==> src/rtl/fetch_queue_if.sv <==
// Fetch-to-decode queue bus: icache response side, flush/epoch, and decode side.
// Both enq and deq use valid/ready: a transfer happens on a rising edge where valid and ready are both high.
interface fetch_queue_if #(
  parameter int DEPTH = 4,
  parameter int CNT_W = $clog2(DEPTH + 1)
);
  logic              enq_valid;
  logic [31:0]       enq_pc;
  logic [31:0]       enq_instr;
  logic              enq_epoch;
  logic              enq_ready;
  logic              cur_epoch;
  logic              flush;
  logic              deq_valid;
  logic [31:0]       deq_pc;
  logic [31:0]       deq_instr;
  logic              deq_ready;
  logic [CNT_W-1:0]  count;

  modport master (
    output enq_valid, enq_pc, enq_instr, enq_epoch, flush, deq_ready,
    input  enq_ready, cur_epoch, deq_valid, deq_pc, deq_instr, count
  );

  modport slave (
    input  enq_valid, enq_pc, enq_instr, enq_epoch, flush, deq_ready,
    output enq_ready, cur_epoch, deq_valid, deq_pc, deq_instr, count
  );
endinterface

==> src/rtl/fetch_queue.sv <==
// Circular-buffer FIFO between fetch and decode, with flush and a 1-bit epoch
// that drops icache responses issued before the most recent redirect.
module fetch_queue #(
  parameter int DEPTH = 4,
  parameter int CNT_W = $clog2(DEPTH + 1)
) (
  input logic          clk,
  input logic          rst,
  fetch_queue_if.slave bus
);
  localparam int PTR_W = (DEPTH > 1) ? $clog2(DEPTH) : 1;

  logic [31:0]      pc_mem    [DEPTH];
  logic [31:0]      instr_mem [DEPTH];
  logic [PTR_W-1:0] head_q;
  logic [PTR_W-1:0] tail_q;
  logic [CNT_W-1:0] count_q;
  logic             epoch_q;
  logic             full;
  logic             empty;
  logic             enq_fire;
  logic             deq_fire;

  assign full  = (count_q == CNT_W'(DEPTH));
  assign empty = (count_q == '0);

  // Stale responses fail the epoch match and fall out here with no side effect.
  assign enq_fire = bus.enq_valid & ~full & ~bus.flush & (bus.enq_epoch == epoch_q);
  assign deq_fire = ~empty & bus.deq_ready & ~bus.flush;

  assign bus.enq_ready = ~full;
  assign bus.deq_valid = ~empty;
  assign bus.deq_pc    = pc_mem[head_q];
  assign bus.deq_instr = instr_mem[head_q];
  assign bus.count     = count_q;
  assign bus.cur_epoch = epoch_q;

  always_ff @(posedge clk or negedge rst) begin
    if (!rst) begin
      head_q  <= '0;
      tail_q  <= '0;
      count_q <= '0;
      epoch_q <= 1'b0;
    end else if (bus.flush) begin
      head_q  <= '0;
      tail_q  <= '0;
      count_q <= '0;
      epoch_q <= ~epoch_q;
    end else begin
      if (enq_fire) tail_q <= tail_q + PTR_W'(1);
      if (deq_fire) head_q <= head_q + PTR_W'(1);
      count_q <= count_q + CNT_W'(enq_fire) - CNT_W'(deq_fire);
    end
  end

  // Storage is only cleared by reset; a flush leaves stale words behind.
  always_ff @(posedge clk or negedge rst) begin
    if (!rst) begin
      for (int i = 0; i < DEPTH; i++) begin
        pc_mem[i]    <= '0;
        instr_mem[i] <= '0;
      end
    end else if (enq_fire) begin
      pc_mem[tail_q]    <= bus.enq_pc;
      instr_mem[tail_q] <= bus.enq_instr;
    end
  end
endmodule

==> src/flat_wrapper.sv <==
// flat-port wrapper written by rule: the top's interface ports become plain ports
module fetch_queue_flat 
#(
  parameter int DEPTH = 4,
  parameter int CNT_W = $clog2(DEPTH + 1)
)
  (clk, rst, bus_enq_valid, bus_enq_pc, bus_enq_instr, bus_enq_epoch, bus_flush, bus_deq_ready, bus_enq_ready, bus_cur_epoch, bus_deq_valid, bus_deq_pc, bus_deq_instr, bus_count);
  fetch_queue_if #(.DEPTH(DEPTH), .CNT_W(CNT_W)) bus_i ();
  input logic clk;
  input logic rst;
  input wire logic [$bits(bus_i.enq_valid)-1:0] bus_enq_valid;
  input wire logic [$bits(bus_i.enq_pc)-1:0] bus_enq_pc;
  input wire logic [$bits(bus_i.enq_instr)-1:0] bus_enq_instr;
  input wire logic [$bits(bus_i.enq_epoch)-1:0] bus_enq_epoch;
  input wire logic [$bits(bus_i.flush)-1:0] bus_flush;
  input wire logic [$bits(bus_i.deq_ready)-1:0] bus_deq_ready;
  output wire logic [$bits(bus_i.enq_ready)-1:0] bus_enq_ready;
  output wire logic [$bits(bus_i.cur_epoch)-1:0] bus_cur_epoch;
  output wire logic [$bits(bus_i.deq_valid)-1:0] bus_deq_valid;
  output wire logic [$bits(bus_i.deq_pc)-1:0] bus_deq_pc;
  output wire logic [$bits(bus_i.deq_instr)-1:0] bus_deq_instr;
  output wire logic [$bits(bus_i.count)-1:0] bus_count;
  assign bus_i.enq_valid = bus_enq_valid;
  assign bus_i.enq_pc = bus_enq_pc;
  assign bus_i.enq_instr = bus_enq_instr;
  assign bus_i.enq_epoch = bus_enq_epoch;
  assign bus_i.flush = bus_flush;
  assign bus_i.deq_ready = bus_deq_ready;
  assign bus_enq_ready = bus_i.enq_ready;
  assign bus_cur_epoch = bus_i.cur_epoch;
  assign bus_deq_valid = bus_i.deq_valid;
  assign bus_deq_pc = bus_i.deq_pc;
  assign bus_deq_instr = bus_i.deq_instr;
  assign bus_count = bus_i.count;
  fetch_queue #(.DEPTH(DEPTH), .CNT_W(CNT_W)) u_core (.clk(clk), .rst(rst), .bus(bus_i));
endmodule
==> config.mk <==
export PLATFORM = sky130hd
export DESIGN_NAME = fetch_queue_flat
export DESIGN_NICKNAME = d
export VERILOG_FILES = /design/src/rtl/fetch_queue_if.sv /design/src/rtl/fetch_queue.sv /design/src/flat_wrapper.sv
export SDC_FILE = /design/constraint.sdc
export NUM_CORES = 1
export LEC_CHECK = 0
export ABC_AREA = 1
export CAP_MARGIN = 20
export CORE_AREA = 2 2 207 107
export DETAILED_ROUTE_END_ITERATION = 8
export DIE_AREA = 0 0 209 109
export GPL_TIMING_DRIVEN = 0
export PLACE_DENSITY = 0.85
export SKIP_LAST_GASP = 1
export SLEW_MARGIN = 30
export SYNTH_ARGS = -nofsm -noshare
export SYNTH_HDL_FRONTEND = slang
export SYNTH_SLANG_ARGS = --single-unit
==> constraint.sdc <==
create_clock -name clk -period 4.8 [get_ports clk]
set_input_delay 0.48 -clock clk [delete_from_list [all_inputs] [get_ports clk]]
set_output_delay 0.48 -clock clk [all_outputs]
set_load 0.05 [all_outputs]
==> summary.md, run 1 <==
| Metric | Value |
|---|---|
| Number of global-route vias before repair | between 10k and 15k |
| Maximum clock path buffer count | 3 |
| R2R cell count | 9 |
| Hold Path Class | in2reg |
| Num rows | 38 |
| CP endpoint kind | output port |
| Sequential area share after synthesis | 0.524 |
| CTS H-Tree Depth | 1 |
| Num Clock Sinks | between 200 and 300 |
| Fmax | 252 MHz |
| Clock Latency Late Sink | ~530 ps |
| WHS Path Cells | 2 |
| Clk_skew | 8.37 ps |
| Synth Instances | between 1.5k and 2k |
| Cell chain of the critical path | buf_2 > inv_1 > buf_2 > clkbuf_1 > nor2_1 > o22ai_1 > clkdlybuf4s50_1 |
| Number of max-cap violations | 0 |
| GR Overflow Total | 0 |
| Crit path kind | reg2out |
| Area growth, synth to finish | 20.6% |
| CTS resizes | 0 |
| Critical Path Max Stage Delay | around 880 ps |
| Switching part of the total | 0.474 |
| Clk root buf | clkbuf_16 |
| ANT cells | 0 |
| Logic pwr share | 0.508 |
| Post-synth EDFFs | 0 |
| Die height | roughly 110 um |
| DRC | 0 |
| Largest net degree at the start of global routing | between 80 and 90 |
| First-pass GRT wire length | 64200 um |
| FF+latch count, synth | ~260 |
| FFs w/ async S/R, synth | 1.00 |
| Hpwl dp | 28200 um |
| Share of cells above drive strength 1 | 0.0653 |
| Clk slew on worst S/H paths | 70 ps |
| Sequential cell fraction of total power | 0.318 |
| Worst Path Max Fanout | 10 |
| Dominant cells by area after synthesis | dfrtp_1 (52%), nand2_1 (16%), nand3_1 (10%), o21ai_0 (5.1%), buf_6 (4.3%) |
| Reg2Reg Capture Point | u_core.bus.count[2]$_DFF_PN0_ |
| Post-DR wirelength/cell | approximately 20 um |
| P_int | 5.96 mW |
| Yosys warning count | 0 |
| Pre-Repair DR Iteration Count | 6 |
| Worst Setup SP | u_core.head_q[0]$_DFFE_PN0P_ |
| Ports | 140 |
| DRT iter0 DRCs | 1861 |
| Relative slew margins | 0.526 |
| Synth unique cells | 24 |
| R2R Setup Slk | between 2000 and 2500 ps |
| Gr usage total | 0.365 |
| Worst-Margin Slew | around 710 ps |
| WL met3 | 5940 um |
| End of the worst hold path | u_core.bus.count[0]$_DFF_PN0_ |
| Layout Utilization | 0.718 |
| Layout net count | between 1.5k and 2k |
| R2r startpoint | u_core.bus.cur_epoch$_DFFE_PN0P_ |
| Top layer reached by signal wires | met4 |
| IO Port Bufs | approximately 140 |
| Die Wd | approximately 210 um |
| TritonCTS clock tree | done |
| Initial cell density of the core | 0.596 |
| Worst path most repeated cell | buf_2 |
| Period minus WS final | approximately 4000 ps |
| M1 WL | roughly 17000 um |
| CP arrival | approximately 3500 ps |
| Initial antenna violation count | 0 |
| CP required | approximately 4300 ps |
| Hold Fails Final Rpt | 0 |
| Via/cell ratio | 6.15 |
| Maximum VDD drop | 0.629 mV |
| Area leader, netlist | dfrtp_1 |
| Count of final max-slew check failures | 0 |
| Via Count | ~12k |
| Final setup viols | 0 |
| Setup crit start kind | register |
| Pwr Density | around 750 nW/um2 |
| Clock power frac | 0.174 |
| GPL Wtd Cong | slightly above 0.9 |
| Synth Cell Area | about 13000 um2 |
| Pleak | approximately 7.7 nW |
| Crit-path slowest cell | clkdlybuf4s50_1 |
| Area of the die | 22800 um2 |
| Syn Area/Cell | 8.22 um2 |
| Top FF cell, synth | dfrtp_1 |
| Cts bufs inserted | 23 |
| RSZ-0062 raised after global routing | false |
| Post-DRT Antenna Nets | 0 |
| Share of Yosys cell area claimed by the top area cell type | 0.524 |
| Final Total Pwr | 11.3 mW |
| Worst Min Path Start | bus_flush |
| NetSw | between 5 and 6 mW |
| Core area | around 21000 um2 |
| Routed length on met2 | 16900 um |
| # fillers | 1604 |
| WL final | 40800 um |
| Outcome | complete, no violations |
| Final Cycle Share | 0.827 |
| Net Count, Synth | ~1.6k |
==> kinds of logic (layout without fill, tap and decap cells) <==
| kind of cell | count (synthesis) | count (layout) | share of synthesized area |
|---|---|---|---|
| AO/OA/AOI/OAI | 192 | 192 | 0.0826 |
| adder cells (fa/ha/maj) | 7 | 7 | 0.00755 |
| buffers and inverters | 136 | 319 | 0.0708 |
| flip-flops | 264 | 264 | 0.524 |
| XOR/XNOR | 4 | 4 | 0.00278 |
| AND/OR/NAND/NOR | 930 | 930 | 0.312 |
==> flip-flops by register name, summed over array words and instances (netlist names) <==
register and count:
u_core.instr_mem 128, u_core.pc_mem 128, u_core.head_q 2, u_core.bus.count 3, u_core.bus.cur_epoch 1, u_core.tail_q 2
==> metrics by stage <==
step / TNS [ps] / area [um2] / hold WS [ps] / worst slack (ps) / cells
final: 0 / 15200 / 140 / 828 / 1996
after global routing: 0 / 15200 / 139 / 772 / 1996
after CTS: 0 / 15200 / 146 / 983 / 1996
after detailed placement: 0 / 14400 / 355 / 1570 / 1954
after global placement: -2083690 / 14300 / 447 / -7930 / 1951
after floorplan: 0 / 12600 / 184 / 2210 / 1533
==> area by class of cell <==
cell class	count	area, um2	share of cell area
Buffer	122	837	0.0551
Clock buffer	34	657	0.0432
Clock inverter	7	114	0.00749
Inverter	14	55.1	0.00362
Multi-Input combinational cell	1133	5100	0.336
Sequential cell	264	6610	0.435
Tap cell	280	350	0.0230
Timing Repair Buffer	142	1480	0.0973
==> power groups by stage <==
stage | Combinational, mW | Sequential, mW | Clock (mW)
global placement | 5.50 | 3.56 | 0
CTS | 5.68 | 3.58 | 1.96
detailed placement | 5.64 | 3.60 | 0
floorplan | 3.75 | 3.49 | 0
finish | 5.76 | 3.61 | 1.97
global route | 6.12 | 3.68 | 2.07
==> what timing repair did <==
item,CTS,global route
setup buffers,0,0
hold buffers,1,0
hold endpoints to repair,32,0
==> critical path: cells and delay by family (launching register included) <==
kind / cells / cell delay [ps]
DFF: 1 / 500
buffers and inverters: 5 / 2050
and+or+nand+nor: 1 / 80
AOI/OAI and AO/OA: 1 / 320
==> Yosys cell counts (2+ instances only) <==
library cell,number
clkbuf_1,60
ha_1,6
o21ai_0,128
nand3_1,264
buf_2,12
xor2_1,3
nor2_4,2
dfrtp_1,264
o22ai_1,64
inv_2,3
nand2_1,522
nand4_4,4
buf_6,48
nor2_1,135
inv_1,9
==> worst max-delay path by stage <==
stage | to | slack [ps] | cells past startpoint
final | bus_deq_instr[3] | 830 | 7
after global routing | bus_deq_instr[3] | 770 | 7
after CTS | bus_deq_instr[3] | 980 | 7
after detailed placement | bus_deq_instr[3] | 1570 | 7
after global placement | u_core.pc_mem[124]$_DFFE_PN0P_ | -7930 | 1
after floorplan | u_core.bus.count[2]$_DFF_PN0_ | 2210 | 11
==> cell usage in the layout (no fill, tap or decap), types with 2 or more instances in the layout <==
master	n
buf_16	3
nand3_1	264
o21ai_0	128
inv_2	3
nor2_1	135
nand2_1	522
dfrtp_1	264
inv_1	9
clkdlybuf4s50_1	137
clkbuf_16	23
bufinv_16	3
xor2_1	3
nand4_4	4
ha_1	6
clkbuf_8	4
clkinv_2	3
buf_2	12
o22ai_1	64
buf_6	48
nor2_4	2
clkbuf_1	67
==> per-layer routing <==
layer  track usage  up-vias
li1              -     5386
met1         0.549     5793
met2         0.519      976
met3        0.0974      127
met4         0.108        0
met5             0        -
Note: power is estimated with default switching activity, not from simulation.
==> run 2: changes to the inputs <==
--- a/config.mk
+++ b/config.mk
@@ -7,11 +7,11 @@
 export LEC_CHECK = 0
 export ABC_AREA = 1
 export CAP_MARGIN = 20
-export CORE_AREA = 2 2 207 107
+export CORE_AREA = 2 2 214 111
 export DETAILED_ROUTE_END_ITERATION = 8
-export DIE_AREA = 0 0 209 109
+export DIE_AREA = 0 0 216 113
 export GPL_TIMING_DRIVEN = 0
-export PLACE_DENSITY = 0.85
+export PLACE_DENSITY = 0.79
 export SKIP_LAST_GASP = 1
 export SLEW_MARGIN = 30
 export SYNTH_ARGS = -nofsm -noshare
==> constraint.sdc (replaced) <==
create_clock -name clk -period 3.84 [get_ports clk]
set_input_delay 0.384 -clock clk [delete_from_list [all_inputs] [get_ports clk]]
set_output_delay 0.384 -clock clk [all_outputs]
set_load 0.05 [all_outputs]
==> run 2 against run 1 <==
Clock power rose by 27%. Power is 25% higher. Sequential cell count unchanged. First-iteration DRC count decreased by 10%. Clock skew increased by 9.1 ps. Count of clock-buffer cells in the layout rose by 3. Via count down 1.6%. Register-to-register slack lost 920 ps. Utilization is 3.8 points lower. Die area increased by 7.1%. Design area increased by 0.50%. Critical path type unchanged. Largest cell class unchanged. Largest power group unchanged.
==> summary.md, run 2 (synthesis gave the netlist of run 1 again) <==
| Metric | Value |
|---|---|
| Routed length on met2 | 16400 um (was 16900 um) |
| Largest net degree at the start of global routing | 89 (was 88) |
| Number of global-route vias before repair | 11.2k (was 11.7k) |
| Area of the die | 24400 um2 (was 22800 um2) |
| Cts bufs inserted | 25 (was 23) |
| Final setup viols | 0 (unchanged) |
| Post-Place Worst Slack | 681 ps (was 1570 ps) |
| Critical Path Max Stage Delay | 850 ps (was 880 ps) |
| Crit-path slowest cell | clkdlybuf4s50_1 (unchanged) |
| Initial antenna violation count | 0 (unchanged) |
| Num Clock Sinks | 264 (unchanged) |
| Layout net count | 1779 (was 1777) |
| # fillers | 1848 (was 1604) |
| Hpwl dp | 28000 um (was 28200 um) |
| Post-CTS Setup Inserts | 0 (unchanged) |
| CTS H-Tree Depth | 1 (unchanged) |
| Clk root buf | clkbuf_16 (unchanged) |
| Worst Setup SP | u_core.head_q[0]$_DFFE_PN0P_ (unchanged) |
| Via Count | 12.1k (was 12.3k) |
| TritonCTS clock tree | done (unchanged) |
| Fmax | ~260 MHz |
| RSZ-0062 raised after global routing | false (unchanged) |
| Gr usage total | 0.334 (was 0.365) |
| Cell chain of the critical path | buf_2 > inv_1 > buf_2 > clkbuf_1 > nor2_1 > o22ai_1 > clkdlybuf4s50_1 (unchanged) |
| GR Overflow Total | 0 (unchanged) |
| First-pass GRT wire length | 63300 um (was 64200 um) |
| Core area | 22400 um2 (was 21200 um2) |
| Worst Min Path Start | bus_flush (unchanged) |
| Maximum VDD drop | 0.583 mV (was 0.629 mV) |
| R2r startpoint | u_core.bus.count[1]$_DFF_PN0_ (was u_core.bus.cur_epoch$_DFFE_PN0P_) |
| CP arrival | 3420 ps (was 3490 ps) |
| Via/cell ratio | 5.96 (was 6.15) |
| Post-DR wirelength/cell | 19.9 um (was 20.5 um) |
| PnR worst setup slack | 35.8 ps (was 828 ps) |
| Final Instance Count excl. Fillers | 2027 (was 1996) |
| DRC | 0 (unchanged) |
| Worst-Margin Slew | 711 ps (about the same) |
| ANT cells | 0 (unchanged) |
| Area growth, synth to finish | 21.2% (was 20.6%) |
| Hold Path Class | in2reg (unchanged) |
| Most frequent cells in the layout | nand2_1 (522), nand3_1 (264), dfrtp_1 (264) (unchanged) |
| Pre-Repair DR Iteration Count | 8 (was 6) |
| Relative slew margins | 0.526 (about the same) |
| Maximum clock path buffer count | 3 (unchanged) |
| Clock Latency Late Sink | 560 ps (was 530 ps) |
| DRT iter0 DRCs | 1673 (was 1861) |
| Hold Fails Final Rpt | 0 (unchanged) |
| CP endpoint kind | output port (unchanged) |
| Clk slew on worst S/H paths | 70 ps (about the same) |
| Post-DRT Antenna Nets | 0 (unchanged) |
| Number of max-cap violations | 0 (unchanged) |
| Final Cycle Share | 0.991 |
| Pleak | 7.77 nW (was 7.72 nW) |
| Ports | 140 (unchanged) |
| M1 WL | 18200 um (was 16900 um) |
| WL final | 40400 um (was 40800 um) |
| Placed insts | 1981 (was 1954) |
| Count of final max-slew check failures | 0 (unchanged) |
| Worst Path Max Fanout | 10 (unchanged) |
| Num rows | 39 (was 38) |
| Share of cells above drive strength 1 | 0.0686 (was 0.0653) |
| Top layer reached by signal wires | met4 (unchanged) |
| Die height | 113 um (was 109 um) |
| WL met3 | 5060 um (was 5940 um) |
| Initial cell density of the core | 0.561 (was 0.596) |
| Final Total Pwr | 14.2 mW (was 11.3 mW) |
| CP required | 3460 ps (was 4320 ps) |
| IO Port Bufs | 138 (unchanged) |
| Commonest non-fill, non-tap cell in the layout | nand2_1 (unchanged) |
| Outcome | complete, no violations (unchanged) |
| Worst path most repeated cell | buf_2 (unchanged) |
| Period minus WS final | 3800 ps |
| GPL Wtd Cong | 0.893 (was 0.927) |
| Setup crit start kind | register (unchanged) |
| Crit path kind | reg2out (unchanged) |
| Pwr Density | 927 nW/um2 (was 746 nW/um2) |
| Clk_skew | 17.4 ps (was 8.37 ps) |
| Die Wd | 216 um (was 209 um) |
-- run 2: cell types whose count changed in the layout (fill, tap and decap cells not counted), moves of 2 or more --
cell,change
dlymetal6s2s_1,+3
clkdlybuf4s50_1,-3
clkinvlp_4,+2
clkbuf_8,+2
clkbuf_16,+2
clkbuf_1,-2
bufinv_16,-2
-- run 2: final timing paths --
check / slack, ps / cells after the start / to
worst max register to register: 1520 / 10 / u_core.bus.count[2]$_DFF_PN0_
worst min-delay path: 30 / 2 / u_core.bus.count[0]$_DFF_PN0_
max in group asynchronous: 2440 / 4 / u_core.pc_mem[8]$_DFFE_PN0P_
worst max-delay path: 40 / 7 / bus_deq_instr[12]
min in group asynchronous: 280 / 2 / u_core.instr_mem[119]$_DFFE_PN0P_
worst min register to register: 470 / 2 / u_core.instr_mem[71]$_DFFE_PN0P_
-- run 2: critical path, delay by kind of cell (launching register included) --
kind	cells	cell delay, ps
DFF	1	490
AOI/OAI and AO/OA	1	280
buffers and inverters	5	1970
and+or+nand+nor	1	120
-- run 2: report_power, final --
part	total, mW	switching [mW]	internal (mW)	leakage, nW
Sequential	4.47	0.611	3.86	3.49
Clock	2.51	1.13	1.39	0.393
Combinational	7.19	4.98	2.21	3.89
Total	14.2	6.72	7.45	7.77
-- run 2: through the flow --
step | hold WS, ps | TNS [ps] | instance area, um2 | util
after detailed placement | 269 | 0 | 14500 | 0.644
after floorplan | 88.4 | 0 | 12600 | -
after CTS | 25.7 | 0 | 15300 | 0.680
after global routing | 28.8 | 0 | 15300 | 0.681
final | 32.5 | 0 | 15300 | 0.681
after global placement | 448 | -2339730 | 14400 | 0.640
-- run 2: timing repair --
item                                    in CTS  in global routing
endpoints found under the setup margin       0                  4
hold buffers                                 1                  0
resized for setup                            0                  5
hold endpoints to repair                    34                  0
-- run 2: final cells by class --
class,count,area [um2],share of cell area
buffer,122,838,0.0549
clock buffer,37,731,0.0478
clock inverter,8,73.8,0.00483
inverter,14,55.1,0.00360
multi-input combinational,1133,5100,0.334
sequential,264,6610,0.432
tap,307,384,0.0251
timing repair buffer,142,1490,0.0973
-- run 2: per-layer routing --
layer	up-vias	global-route usage
met3	62	0.0879
met4	0	0.0735
met1	5846	0.529
met5	-	0
li1	5403	-
met2	772	0.455
